`config.mk`:
```
export PLATFORM = sky130hd
export DESIGN_NAME = pipeline_ctrl
export DESIGN_NICKNAME = d
export VERILOG_FILES = /design/src/rtl/pipeline_ctrl.sv
export SDC_FILE = /design/constraint.sdc
export NUM_CORES = 1
export LEC_CHECK = 0
export CAP_MARGIN = 20
export CORE_ASPECT_RATIO = 0.6
export CORE_UTILIZATION = 39
export CTS_BUF_LIST = sky130_fd_sc_hd__clkbuf_16
export DETAILED_ROUTE_END_ITERATION = 10
export PLACE_DENSITY = 0.69
export SETUP_SLACK_MARGIN = 0.3
export SLEW_MARGIN = 20
export SYNTH_ARGS = -nofsm -noshare
export SYNTH_HDL_FRONTEND = slang
export SYNTH_SLANG_ARGS = --single-unit
```
`constraint.sdc`:
```
create_clock -name i_clk -period 2.3 [get_ports i_clk]
set_input_delay 0.345 -clock i_clk [delete_from_list [all_inputs] [get_ports i_clk]]
set_output_delay 0.345 -clock i_clk [all_outputs]
set_load 0.02 [all_outputs]
```
`src/rtl/pipeline_ctrl.sv`:
```
// Hazard controller for an in-order pipeline: per-stage dependency flags become
// stalls, bubbles and flushes, with redirect deferral, trap flush, init flush and a stall watchdog.
module pipeline_ctrl #(
    parameter int NSTAGES     = 4,
    parameter int CNT_W       = 32,
    parameter int WD_LIMIT    = 1024,
    parameter int INIT_CYCLES = 2
) (
    input  logic                       i_clk,
    input  logic                       i_reset,
    input  logic [NSTAGES-1:0]         i_dep,
    input  logic                       i_redirect,
    input  logic [$clog2(NSTAGES)-1:0] i_redirect_stage,
    input  logic                       i_trap,
    input  logic                       i_cnt_clear,
    output logic [NSTAGES-1:0]         o_stall,
    output logic [NSTAGES-1:0]         o_flush,
    output logic [NSTAGES-2:0]         o_bubble,
    output logic                       o_redirect_pending,
    output logic                       o_init,
    output logic                       o_watchdog,
    output logic [CNT_W-1:0]           o_stall_cycles,
    output logic [CNT_W-1:0]           o_flush_events
);
    localparam int KW = $clog2(NSTAGES);
    localparam int WW = $clog2(WD_LIMIT + 1);
    localparam int IW = (INIT_CYCLES > 0) ? $clog2(INIT_CYCLES + 1) : 1;
    localparam logic [WW-1:0] WD_MAX    = WW'(WD_LIMIT);
    localparam logic [IW-1:0] INIT_LOAD = IW'(INIT_CYCLES);

    logic [IW-1:0]    init_cnt_q, init_cnt_d;
    logic             pend_q, pend_d;
    logic [KW-1:0]    pend_k_q, pend_k_d;
    logic [WW-1:0]    wd_cnt_q, wd_cnt_d;
    logic             watchdog_q, watchdog_d;
    logic [CNT_W-1:0] stall_cycles_q, stall_cycles_d;
    logic [CNT_W-1:0] flush_events_q, flush_events_d;

    logic               init_active;
    logic [NSTAGES-1:0] s;
    logic [NSTAGES-1:0] flush;
    logic [KW-1:0]      k;
    logic               blocked;
    logic               flush_evt;

    always_comb begin
        // s[i]: stage i must hold because it or any older stage cannot complete
        s[NSTAGES-1] = i_dep[NSTAGES-1];
        for (int i = NSTAGES - 2; i >= 0; i--) begin
            s[i] = i_dep[i] | s[i+1];
        end

        init_active = (init_cnt_q != '0);

        // a younger new redirect never displaces an older deferred one
        if (i_redirect && (!pend_q || (i_redirect_stage >= pend_k_q))) begin
            k = i_redirect_stage;
        end else begin
            k = pend_k_q;
        end

        blocked = 1'b0;
        for (int i = 0; i < NSTAGES - 1; i++) begin
            if (k == KW'(i)) blocked = s[i+1];
        end

        flush     = '0;
        flush_evt = 1'b0;
        pend_d    = pend_q;
        pend_k_d  = pend_k_q;
        if (init_active) begin
            flush = '1;
        end else if (i_trap) begin
            flush     = {1'b0, {(NSTAGES-1){1'b1}}};
            flush_evt = 1'b1;
            pend_d    = 1'b0;
        end else if (i_redirect || pend_q) begin
            if (blocked) begin
                pend_d   = 1'b1;
                pend_k_d = k;
            end else begin
                for (int i = 0; i < NSTAGES; i++) begin
                    if (KW'(i) < k) flush[i] = 1'b1;
                end
                flush_evt = 1'b1;
                pend_d    = 1'b0;
            end
        end

        o_flush = flush;
        o_stall = s & ~flush;
        for (int i = 0; i < NSTAGES - 1; i++) begin
            o_bubble[i] = s[i] & ~s[i+1] & ~flush[i+1];
        end

        init_cnt_d     = init_active ? (init_cnt_q - IW'(1)) : init_cnt_q;
        wd_cnt_d       = wd_cnt_q;
        watchdog_d     = watchdog_q;
        stall_cycles_d = stall_cycles_q;
        flush_events_d = flush_events_q;
        if (!init_active) begin
            if (o_stall[0]) begin
                wd_cnt_d = (wd_cnt_q == WD_MAX) ? wd_cnt_q : (wd_cnt_q + WW'(1));
            end else begin
                wd_cnt_d = '0;
            end
            watchdog_d = (wd_cnt_d == WD_MAX);
            if (o_stall[0]) stall_cycles_d = stall_cycles_q + CNT_W'(1);
            if (flush_evt)  flush_events_d = flush_events_q + CNT_W'(1);
        end
        if (i_cnt_clear) begin
            stall_cycles_d = '0;
            flush_events_d = '0;
        end
    end

    always_ff @(posedge i_clk or negedge i_reset) begin
        if (!i_reset) begin
            init_cnt_q     <= INIT_LOAD;
            pend_q         <= 1'b0;
            pend_k_q       <= '0;
            wd_cnt_q       <= '0;
            watchdog_q     <= 1'b0;
            stall_cycles_q <= '0;
            flush_events_q <= '0;
        end else begin
            init_cnt_q     <= init_cnt_d;
            pend_q         <= pend_d;
            pend_k_q       <= pend_k_d;
            wd_cnt_q       <= wd_cnt_d;
            watchdog_q     <= watchdog_d;
            stall_cycles_q <= stall_cycles_d;
            flush_events_q <= flush_events_d;
        end
    end

    assign o_redirect_pending = pend_q;
    assign o_init             = init_active;
    assign o_watchdog         = watchdog_q;
    assign o_stall_cycles     = stall_cycles_q;
    assign o_flush_events     = flush_events_q;

endmodule

```
==> results.toml <==
[clock_tree]
clkSlewWorstSetupHoldPaths_ns = 0.06
postCtsHoldBufs = 0
clk_path_buf_depth = 2
cts_tree = "built"
cts_htree_levels = 3
cts_buffers = 9
clk_latency_ns = 0.34
clock-root-buffer = "clkbuf_16"
cts.sinks = 81

[routing]
vias_per_cell = 5.91
drt-wirelength-per-cell_microns = 18.5
ant_nets = 0
num_vias = 5190
route.detailed.drc = 0
drt-pass1-iter-count = 5
drtIter0Drc = 357
routed_wl_mm = 16.2

[logic_synthesis]
synthCells = 544
synth_ff_type = "dfrtp_1"
yosys_warnings = 0
ys_seq_area_frac = 0.420
avgSynthCellArea_sq_um = 8.87
async_reset_ff_frac = 1.00
syn_nets = 562
ys_ff_latch = 81
syn_area_sq_mm = 0.00483
synth_edf_count = 0
synth_cell_types = 56

[setup_path]
crit_chain = "ha_4, nor2b_4, a2bb2oi_4, mux2_4, buf_6, o21ai_4, inv_2, buf_6"
cpPeakStageDelay_ns = 0.43
critPathMaxFanout = 3
arrival_ns = 2.17
cp_common_cell = "buf_6"
worstSetupStartpointType = "register"
critical_path.endpoint_type = "output pin"
crit_path_top_delay_cell = "dfrtp_1"
cp.required_ns = 1.96
criticalPathCategory = "reg2out"

[global_routing]
use_met3 = 0.0531
grt_remaining_overflow = 0
antenna_found_initial = 0
use_met1 = 0.348
top_usage_layer = "met2"
grtUsageTotal = 0.244
grt_pass1_wl_mm = 24.7
use_met2 = 0.378
grt_max_degree = 47
grt_pass1_vias = 4799

[final_layout]
drive_gt1_frac = 0.367
area_growth_pct = 64.8
n_antenna_cell = 0
finish.instance_area_sq_mm = 0.00795
layout.nets = 726
final_cell_mix = "dfrtp_1 (79), clkdlybuf4s50_1 (72), buf_4 (63), nor2_1 (38), nand3_1 (32)"
fillers = 892
final_common_cell = "dfrtp_1"

[floorplanning]
rows = 31
die_x_microns = 146
core_area_sq_mm = 0.0121
initial_core_util = 0.400
io_pins = 89
die_area_sq_mm = 0.0128
die_h_microns = 88.2

[placed_design]
portBuffers = 88
placed_area_sq_mm = 0.00639
gp_congestion = 0.918
post-place-ws_ns = -0.842
place_hpwl_mm = 9.79

[timing]
setup_slack_ns = -0.211
fmax_mhz = 398
skew_ns = 0.00551
relSlewSlack = 0.341
tightestPinTransition_ns = 0.988
setup_tns_ns = -7.20
rsz0062_at_grt = "true"
fin_crit_sh = 1.09
slew_viol_final = 0
final-hold-violation-count = 13
hold_slack_ns = -0.0123
finalSetupViolCount = 67
fin_crit_ns = 2.51

[run_status]
violations = "negative hold slack, negative setup slack"
status = "finished with violations"

[flow_run]
drv_cap = 0

[pwr]
pwr_density_cell_mw_per_mm2 = 560
report.power.total_w = 0.00445
worst_ir_drop_vdd_uv = 377
p_leak_nw = 3.07

[hold_path]
hp-class = "in2async"
-- critical path, delay by kind of cell (launching register included) --
| kind | cells | cell delay [ns] |
|---|---|---|
| AO/OA/AOI/OAI | 2 | 0.37 |
| flip-flops | 1 | 0.43 |
| multiplexers | 1 | 0.33 |
| adder cells (fa/ha/maj) | 1 | 0.24 |
| AND/OR/NAND/NOR | 1 | 0.14 |
| buffers and inverters | 3 | 0.32 |
-- where the power goes --
group | internal [W] | switching, W | leakage [nW] | total [W]
logic | 0.000640 | 0.000638 | 1.79 | 0.00128
clock network | 0.00105 | 0.000602 | 0.164 | 0.00165
registers | 0.00146 | 0.0000551 | 1.12 | 0.00152
-- sequential cells by signal, indices dropped and copies added (netlist names) --
| signal | cells |
|---|---|
| o_watchdog | 1 |
| o_stall_cycles | 32 |
| init_cnt_q | 2 |
| pend_k_q | 2 |
| wd_cnt_q | 11 |
| o_redirect_pending | 1 |
| o_flush_events | 32 |
-- final cells by class --
type	count	area, sq um	area share
multi-input cells	407	3390	0.426
flip-flops and latches	81	2030	0.255
repair buffers	185	1900	0.239
clock buffers	9	225	0.0283
well taps	165	206	0.0260
clock inverters	7	110	0.0138
inverters	24	92.6	0.0116
-- cells in the mapped netlist (all sizes together) (3+ instances only) --
cell     number  area [sq um]
or2           3          18.8
buf          11          63.8
o311ai        3          26.3
dfrtp        80          2000
a21oi        47           235
nor3         12          65.1
and3         11          68.8
nand3        33           165
nand2b        6          37.5
and4          8          70.1
clkbuf       21          78.8
o31ai        31           233
a31oi         9          56.3
or3          13          81.3
ha            7          87.6
nand4        15          93.8
nor2b        10          62.6
xor2          5          43.8
o2bb2ai       7          61.3
or4          27           203
nand2        35           131
inv          24          90.1
nor2         42           160
mux2         11           128
o21ai        26           145
and2          6          37.5
mux2i         3          30.0
xnor2        12           105
-- worst paths after layout --
check | from | end | slack [ns] | depth (start not counted)
worst max register to register | pend_k_q[0] | o_stall_cycles[24] | -0.20 | 11
worst max-delay path | pend_k_q[0] | o_stall[0] | -0.21 | 8
worst min register to register | init_cnt_q[0] | init_cnt_q[0] | 0.48 | 1
worst min-delay path | i_reset | o_stall_cycles[9] | -0.01 | 1
max in group asynchronous | i_reset | init_cnt_q[1] | 1.62 | 2
min in group i_clk | init_cnt_q[0] | init_cnt_q[0] | 0.48 | 1
-- layer usage --
| metal | routed length (microns) | up-vias |
|---|---|---|
| li1 | - | 2381 |
| met1 | 7470 | 2541 |
| met2 | 7200 | 243 |
| met3 | 1320 | 25 |
| met4 | 235 | 0 |
| met5 | 0 | - |
-- metrics by stage --
stage,utilization,std cells
2_1_floorplan,-,544
3_3_place_gp,0.530,827
3_5_place_dp,0.530,827
4_1_cts,0.616,866
5_1_grt,0.659,878
6_report,0.659,878
-- timing repair --
action                                  CTS  global route
cloned                                    5             3
gates resized for setup                 158            83
pin swaps                                47            35
endpoints found under the setup margin   88            89
buffers inserted                         18             9
-- logic make-up (layout without fill, tap and decap cells) --
kind of cell	after synthesis	after routing	share of synthesized area
mux	14	14	0.0327
xor+xnor	17	17	0.0308
compound gates	142	142	0.193
fa+ha+maj	7	7	0.0181
flops	81	81	0.420
simple gates	227	227	0.257
buf+inv	56	225	0.0482
(Power assumes the default switching activity.)
